==> src/rtl/chunked_copy_engine_if.sv <==
// ============================================================================
// Module   : chunked_copy_engine_if
// Brief    : Handshake/data bundle for chunked_copy_engine (s_par present when
//            CHUNK_PARITY_EN is defined).
// Revision : 1.0
// ============================================================================
`default_nettype none

interface chunked_copy_engine_if #(
  parameter int W     = 256,
  parameter int CHUNK = 8
);
  localparam int NCHUNK = W / CHUNK;
  localparam int CW     = (NCHUNK > 1) ? $clog2(NCHUNK) : 1;

  logic          in_valid;
  logic          in_ready;
  logic [W-1:0]  a;
  logic          flush;
  logic          out_valid;
  logic          out_ready;
  logic [W-1:0]  s;
  logic          busy;
  logic [CW-1:0] chunk_idx;
`ifdef CHUNK_PARITY_EN
  logic [NCHUNK-1:0] s_par;
`endif

  modport master (
    output in_valid, a, flush, out_ready,
`ifdef CHUNK_PARITY_EN
    input  s_par,
`endif
    input  in_ready, out_valid, s, busy, chunk_idx
  );

  modport slave (
    input  in_valid, a, flush, out_ready,
`ifdef CHUNK_PARITY_EN
    output s_par,
`endif
    output in_ready, out_valid, s, busy, chunk_idx
  );
endinterface

`default_nettype wire

==> src/rtl/chunked_copy_engine.sv <==
// ============================================================================
// Module   : chunked_copy_engine
// Brief    : Copies a W-bit word CHUNK bits per clock between valid/ready
//            handshakes. Optional per-chunk parity output: CHUNK_PARITY_EN.
// Revision : 1.0
// ============================================================================
`default_nettype none

module chunked_copy_engine #(
  parameter int W     = 256,
  parameter int CHUNK = 8
) (
  input  logic                  clk,
  input  logic                  rst_n,
  chunked_copy_engine_if.slave  bus
);
  localparam int NCHUNK = W / CHUNK;
  localparam int CW     = (NCHUNK > 1) ? $clog2(NCHUNK) : 1;
  localparam logic [CW-1:0] c_last_idx = CW'(NCHUNK - 1);

  typedef enum logic [1:0] {
    IDLE = 2'd0,
    COPY = 2'd1,
    DONE = 2'd2
  } state_t;

  state_t        r_state;
  state_t        w_state_next;
  logic [W-1:0]  r_src;
  logic [W-1:0]  r_work;
  logic [W-1:0]  r_s;
  logic [W-1:0]  w_work_next;
  logic [CW-1:0] r_idx;
  logic          r_out_valid;
  logic          w_in_ready;
  logic          w_accept;
  logic          w_last;

  assign w_in_ready = (r_state == IDLE) || ((r_state == DONE) && bus.out_ready);
  assign w_accept   = bus.in_valid && w_in_ready && !bus.flush;
  assign w_last     = (r_state == COPY) && (r_idx == c_last_idx);

  always_comb begin
    w_state_next = r_state;
    if (bus.flush) begin
      w_state_next = IDLE;
    end else begin
      case (r_state)
        IDLE:    if (w_accept) w_state_next = COPY;
        COPY:    if (w_last)   w_state_next = DONE;
        DONE: begin
          if (w_accept)           w_state_next = COPY;
          else if (bus.out_ready) w_state_next = IDLE;
        end
        default: w_state_next = IDLE;
      endcase
    end
  end

  // Merge the current chunk so the final chunk lands in s on the same edge.
  always_comb begin
    w_work_next = r_work;
    w_work_next[int'(r_idx)*CHUNK +: CHUNK] = r_src[int'(r_idx)*CHUNK +: CHUNK];
  end

  always_ff @(posedge clk or negedge rst_n) begin
    if (!rst_n) begin
      r_state     <= IDLE;
      r_src       <= '0;
      r_work      <= '0;
      r_s         <= '0;
      r_idx       <= '0;
      r_out_valid <= 1'b0;
    end else begin
      r_state <= w_state_next;
      if (bus.flush) begin
        r_idx       <= '0;
        r_out_valid <= 1'b0;
      end else begin
        if (w_accept) begin
          r_src       <= bus.a;
          r_idx       <= '0;
          r_out_valid <= 1'b0;
        end else if ((r_state == DONE) && bus.out_ready) begin
          r_out_valid <= 1'b0;
        end
        if (r_state == COPY) begin
          r_work <= w_work_next;
          if (w_last) begin
            r_s         <= w_work_next;
            r_out_valid <= 1'b1;
            r_idx       <= '0;
          end else begin
            r_idx <= r_idx + CW'(1);
          end
        end
      end
    end
  end

`ifdef CHUNK_PARITY_EN
  logic [NCHUNK-1:0] r_par_work;
  logic [NCHUNK-1:0] r_s_par;
  logic [NCHUNK-1:0] w_par_next;

  always_comb begin
    w_par_next = r_par_work;
    w_par_next[r_idx] = ^r_src[int'(r_idx)*CHUNK +: CHUNK];
  end

  always_ff @(posedge clk or negedge rst_n) begin
    if (!rst_n) begin
      r_par_work <= '0;
      r_s_par    <= '0;
    end else if (!bus.flush && (r_state == COPY)) begin
      r_par_work <= w_par_next;
      if (w_last) r_s_par <= w_par_next;
    end
  end

  assign bus.s_par = r_s_par;
`endif

  assign bus.in_ready  = w_in_ready;
  assign bus.out_valid = r_out_valid;
  assign bus.s         = r_s;
  assign bus.busy      = (r_state == COPY);
  assign bus.chunk_idx = r_idx;

endmodule

`default_nettype wire

==> src/flat_wrapper.sv <==
// flat-port wrapper written by rule: the top's interface ports become plain ports
module chunked_copy_engine_flat 
#(
  parameter int W     = 256,
  parameter int CHUNK = 8
)
  (clk, rst_n, bus_in_valid, bus_a, bus_flush, bus_out_ready, bus_in_ready, bus_out_valid, bus_s, bus_busy, bus_chunk_idx);
  chunked_copy_engine_if #(.W(W), .CHUNK(CHUNK)) bus_i ();
  input  logic clk;
  input  logic rst_n;
  input wire logic [$bits(bus_i.in_valid)-1:0] bus_in_valid;
  input wire logic [$bits(bus_i.a)-1:0] bus_a;
  input wire logic [$bits(bus_i.flush)-1:0] bus_flush;
  input wire logic [$bits(bus_i.out_ready)-1:0] bus_out_ready;
  output wire logic [$bits(bus_i.in_ready)-1:0] bus_in_ready;
  output wire logic [$bits(bus_i.out_valid)-1:0] bus_out_valid;
  output wire logic [$bits(bus_i.s)-1:0] bus_s;
  output wire logic [$bits(bus_i.busy)-1:0] bus_busy;
  output wire logic [$bits(bus_i.chunk_idx)-1:0] bus_chunk_idx;
  assign bus_i.in_valid = bus_in_valid;
  assign bus_i.a = bus_a;
  assign bus_i.flush = bus_flush;
  assign bus_i.out_ready = bus_out_ready;
  assign bus_in_ready = bus_i.in_ready;
  assign bus_out_valid = bus_i.out_valid;
  assign bus_s = bus_i.s;
  assign bus_busy = bus_i.busy;
  assign bus_chunk_idx = bus_i.chunk_idx;
  chunked_copy_engine #(.W(W), .CHUNK(CHUNK)) u_core (.clk(clk), .rst_n(rst_n), .bus(bus_i));
endmodule
==> config.mk <==
export PLATFORM = sky130hd
export DESIGN_NAME = chunked_copy_engine_flat
export DESIGN_NICKNAME = d
export VERILOG_FILES = /design/src/rtl/chunked_copy_engine_if.sv /design/src/rtl/chunked_copy_engine.sv /design/src/flat_wrapper.sv
export SDC_FILE = /design/constraint.sdc
export NUM_CORES = 1
export LEC_CHECK = 0
export ABC_AREA = 1
export CORE_MARGIN = 10
export CORE_UTILIZATION = 55
export CTS_BUF_LIST = sky130_fd_sc_hd__clkbuf_16
export CTS_CLUSTER_DIAMETER = 30
export DETAILED_ROUTE_END_ITERATION = 16
export HOLD_SLACK_MARGIN = 0.12
export PLACE_DENSITY = 0.81
export SYNTH_ARGS = -nofsm -noshare
export SYNTH_HDL_FRONTEND = slang
export SYNTH_SLANG_ARGS = --single-unit
==> constraint.sdc <==
create_clock -name clk -period 4.2 [get_ports clk]
set_clock_uncertainty 0.15 [all_clocks]
set_input_delay 0.42 -clock clk [delete_from_list [all_inputs] [get_ports clk]]
set_output_delay 0.42 -clock clk [all_outputs]
set_load 0.02 [all_outputs]
==> impl_summary.md <==
Synthesis
Counting flops and latches in the post-synthesis netlist gives roughly 780. During synthesis, Yosys emitted a total of 0 warnings. The fraction of the yosys area taken by sequential cells is 0.546. The area of the mapped netlist is around 36000 µm². The net count after synthesis is ~4.3k.

The synthesized netlist contains 39 unique library cells. The count of mapped cells out of synthesis is ~4.0k. The average footprint of a synthesized cell is 8.81 µm².

Setup path
The total buffers and inverters traversed by the critical path is 1. The timing startpoint of the critical path is u_core.bus.chunk_idx[0]$_DFFE_PN0P_. The slowest stage of the critical path is the nand4_2 cell.

The worst register-to-register path ends at u_core.bus.s[40]$_DFFE_PN0P_. The required time of the worst setup path is about 4.7 ns. The register-to-register setup slack is about 0.46 ns.

STA classifies the critical path startpoint as a flop. The instance count on the critical path is 13. Broken down by cell family, the worst path's largest delay share belongs to simple AND/OR/NAND/NOR gates. The reg-to-reg critical path startpoint is u_core.bus.chunk_idx[0]$_DFFE_PN0P_. The end of the critical path is u_core.bus.s[40]$_DFFE_PN0P_. Traced cell by cell, the critical path runs through buf_12 -> nand2_1 -> nand2_1 -> nand2_1 -> nand2_1 -> nor2_1 -> nand2_1 -> nand3_1 -> nand2_1 -> nand4_2 -> o21bai_1 -> nand3_1 -> nand2_1. Along the worst path, the maximum fanout reaches 150. The path type of the worst setup path is flop to flop. The largest stage delay on the critical path is about 0.59 ns. The endpoint arrival time on the critical path is ~4.3 ns. STA classifies the critical path endpoint as a flop. Measured in cells, the most critical reg-to-reg path has a length of 13. The most numerous cell type found on the critical path is nand2_1.

Timing
Dividing the final minimum period by the clock period gives 0.890. The number of max-slew violations in the final report is 0. The post-layout worst setup margin is about 0.46 ns. The max-slew headroom at the worst pin is 0.380. Adding up every negative setup slack in the final design gives 0 ns. Based on the critical path, the design can be clocked at up to between 0.2 and 0.3 GHz. At the pin with the least slew margin, the transition time is 0.930 ns. The hold violation total from the final report is 0. The clock period minus worst slack is about 3.7 ns. Setup repair after global routing left no endpoint under its margin. The setup-violating endpoint count in the final report is 0.

Placed design
Prior to clock tree synthesis, the placed netlist has a worst setup slack of between 0.7 and 0.8 ns. After detailed placement, the design holds a cell count of between 5k and 6k. The count of buffers from port buffering is approximately 520. The placer congestion estimate is 0.899. The HPWL reported at the end of detailed placement is about 83000 µm.

Cells and area
The share of post-route cells with drive strength above 1 is 0.138. The layout-stage area growth over the synthesis result is 31.3%. The top cell types in the final layout, fill and taps aside, are nand2_1, dfrtp_1, clkdlybuf4s50_1. The number of standard cells in the final layout excluding fillers is about 5.5k. The utilization after layout is 0.727. After filler insertion, the fill cell instance count of the layout stands at 4507. The total number of nets in the final design is 4805. The leading cell type in the layout, fill and taps excluded is nand2_1.

GRT
The number of antenna violations at the first check in global routing is 13. The via count of the first global-routing pass was 31.7k. Across every metal layer, demand over resource in global routing totals 0.328. The first global-routing pass estimated ~190000 µm of wire. For this run the aggregate overflow at the end of global routing stands at 0. Entering global routing, the biggest net connects 170 pins.

CTS
Counting along the longest clock path gives a buffer depth of 3. Buffers added to address setup during post-CTS repair amount to 0. In this run the clock root is driven by a clkbuf_16. The number of H-tree branching levels is 4.

The CTS sink count is 776. The clock-pin slew reported for the worst setup and hold paths after clock tree synthesis is 0.05 ns. The clock insertion delay at the later pin of the skew report is 0.74 ns. The clock buffer count from CTS is roughly 150. TritonCTS built the clock tree. After clock tree synthesis, the flow added hold-fix buffers numbering 1. The post-CTS resize count is 0.

Floorplanning
Pin placement for this block handled ~530 I/O pins. The effective utilization at floorplan is 0.554. The width of the die is ~270 µm. The count of standard-cell rows is 93.

The area of the die is between 70000 and 80000 µm². After floorplanning, the core was sized to cover between 60000 and 70000 µm². In this run the vertical extent of the chip is approximately 270 µm.

Detailed routing
In the routed layout, each cell is associated on average with a via count of roughly 5.8. The number of design-rule violations left by the first detailed-router iteration is roughly 3.8k. The count of unresolved DRC violations after routing is 0.

The total wire length is 125000 µm. The first detailed-routing pass took 6 iterations. The antenna violation net count after detailed routing is 0. In the final routed layout, each cell accounts on average for between 20 and 25 µm.

For this block, the via count after detailed routing is around 32k.

Power and ir drop
The highest ir drop seen on vdd is 0.000410 V. The leakage dissipation is between 0.02 and 0.025 µW. Power spread over the standard cell area amounts to just over 500 nW/µm².

Outcome
The flow ran to the end, and the final reports show no timing, DRC or antenna violations.

Min path
The type of the tightest min-delay check is primary input to async pin.

Flow run
The number of maximum-capacitance violations is 0.
[worst reg2reg max path: stages (launching register included)]
cell      delay [ns]
dfrtp_4         0.43
buf_12          0.52
nand2_1         0.36
nand2_1         0.28
nand2_1         0.08
nand2_1         0.08
nor2_1          0.05
nand2_1         0.08
nand3_1         0.11
nand2_1         0.24
nand4_2         0.59
o21bai_1        0.46
nand3_1         0.14
nand2_1         0.10
[power by group]
group | internal, µW | total (µW) | switching, µW
Sequential | 8570 | 9100 | 524
Clock | 7940 | 12000 | 4080
Combinational | 1230 | 3090 | 1870
Total | 17700 | 24200 | 6470
[Yosys cell counts (all sizes together)]
cell type / number / area [µm²]
clkbuf: 121 / 458
nand2: 1520 / 5720
ha: 7 / 87.6
nor4: 1 / 6.26
o21ai: 262 / 1310
clkinv: 3 / 11.3
buf: 113 / 571
a21oi: 191 / 1020
or2: 12 / 75.1
nor2: 144 / 611
a211oi: 1 / 7.51
nand3: 346 / 1740
nand4: 19 / 236
inv: 180 / 683
xnor2: 1 / 27.5
nor3: 4 / 40.0
o21bai: 64 / 480
a21boi: 8 / 90.1
xor2: 1 / 27.5
o31ai: 1 / 7.51
dfrtp: 776 / 19400
mux2: 256 / 2880
nand3b: 8 / 60.1
o22ai: 1 / 6.26
[routing by layer]
layer / share of wire / vias to the layer above / global-route usage
met5: 0.00083 / - / 0
met4: 0.068 / 14 / 0.214
met3: 0.098 / 428 / 0.0926
met2: 0.47 / 1852 / 0.519
met1: 0.36 / 15500 / 0.389
li1: - / 14200 / -
[per-stage QoR]
step / instance area [µm²] / hold slack, ns / power (µW)
2_1_floorplan: 35600 / -0.0256 / 10900
3_3_place_gp: 41600 / 0.303 / 12000
3_5_place_dp: 41600 / 0.314 / 12100
4_1_cts: 46700 / 0.127 / 24200
5_1_grt: 46700 / 0.136 / 25000
6_report: 46700 / 0.138 / 24200
[how the worst min path moves through the flow]
stage | endpoint | slack [ns] | depth (start not counted)
floorplan | u_core.bus.chunk_idx[0]$_DFFE_PN0P_ | -0.03 | 0
detailed placement | u_core.r_work[231]$_DFFE_PN0P_ | 0.31 | 2
finish | u_core.r_src[205]$_DFFE_PN0P_ | 0.14 | 2
global placement | u_core.r_work[230]$_DFFE_PN0P_ | 0.30 | 2
global route | u_core.r_src[152]$_DFFE_PN0P_ | 0.14 | 2
CTS | u_core.r_src[142]$_DFFE_PN0P_ | 0.13 | 2
[cell type report]
| class | instances | area (µm²) | area share |
|---|---|---|---|
| Sequential cell | 776 | 19400 | 0.416 |
| Multi-Input combinational cell | 2847 | 14500 | 0.310 |
| Timing Repair Buffer | 578 | 5910 | 0.126 |
| Clock buffer | 156 | 3900 | 0.0836 |
| Clock inverter | 117 | 1200 | 0.0256 |
| Tap cell | 855 | 1070 | 0.0229 |
| Inverter | 183 | 707 | 0.0151 |
| Antenna cell | 7 | 17.5 | 0.000375 |
[logic make-up after synthesis]
group | synth area share
multiplexers | 0.0810
XOR/XNOR | 0.00155
adder cells (fa/ha/maj) | 0.00246
flip-flops | 0.546
AND/OR/NAND/NOR | 0.239
AO/OA/AOI/OAI | 0.0820
buffers and inverters | 0.0484
[flip-flops by register name, summed over array words and instances, names as in the netlist]
register / count
u_core.r_state: 2
u_core.bus.chunk_idx: 5
u_core.bus.s: 256
u_core.bus.out_valid: 1
u_core.r_work: 256
u_core.r_src: 256
Power figures use the tool's default switching activity.
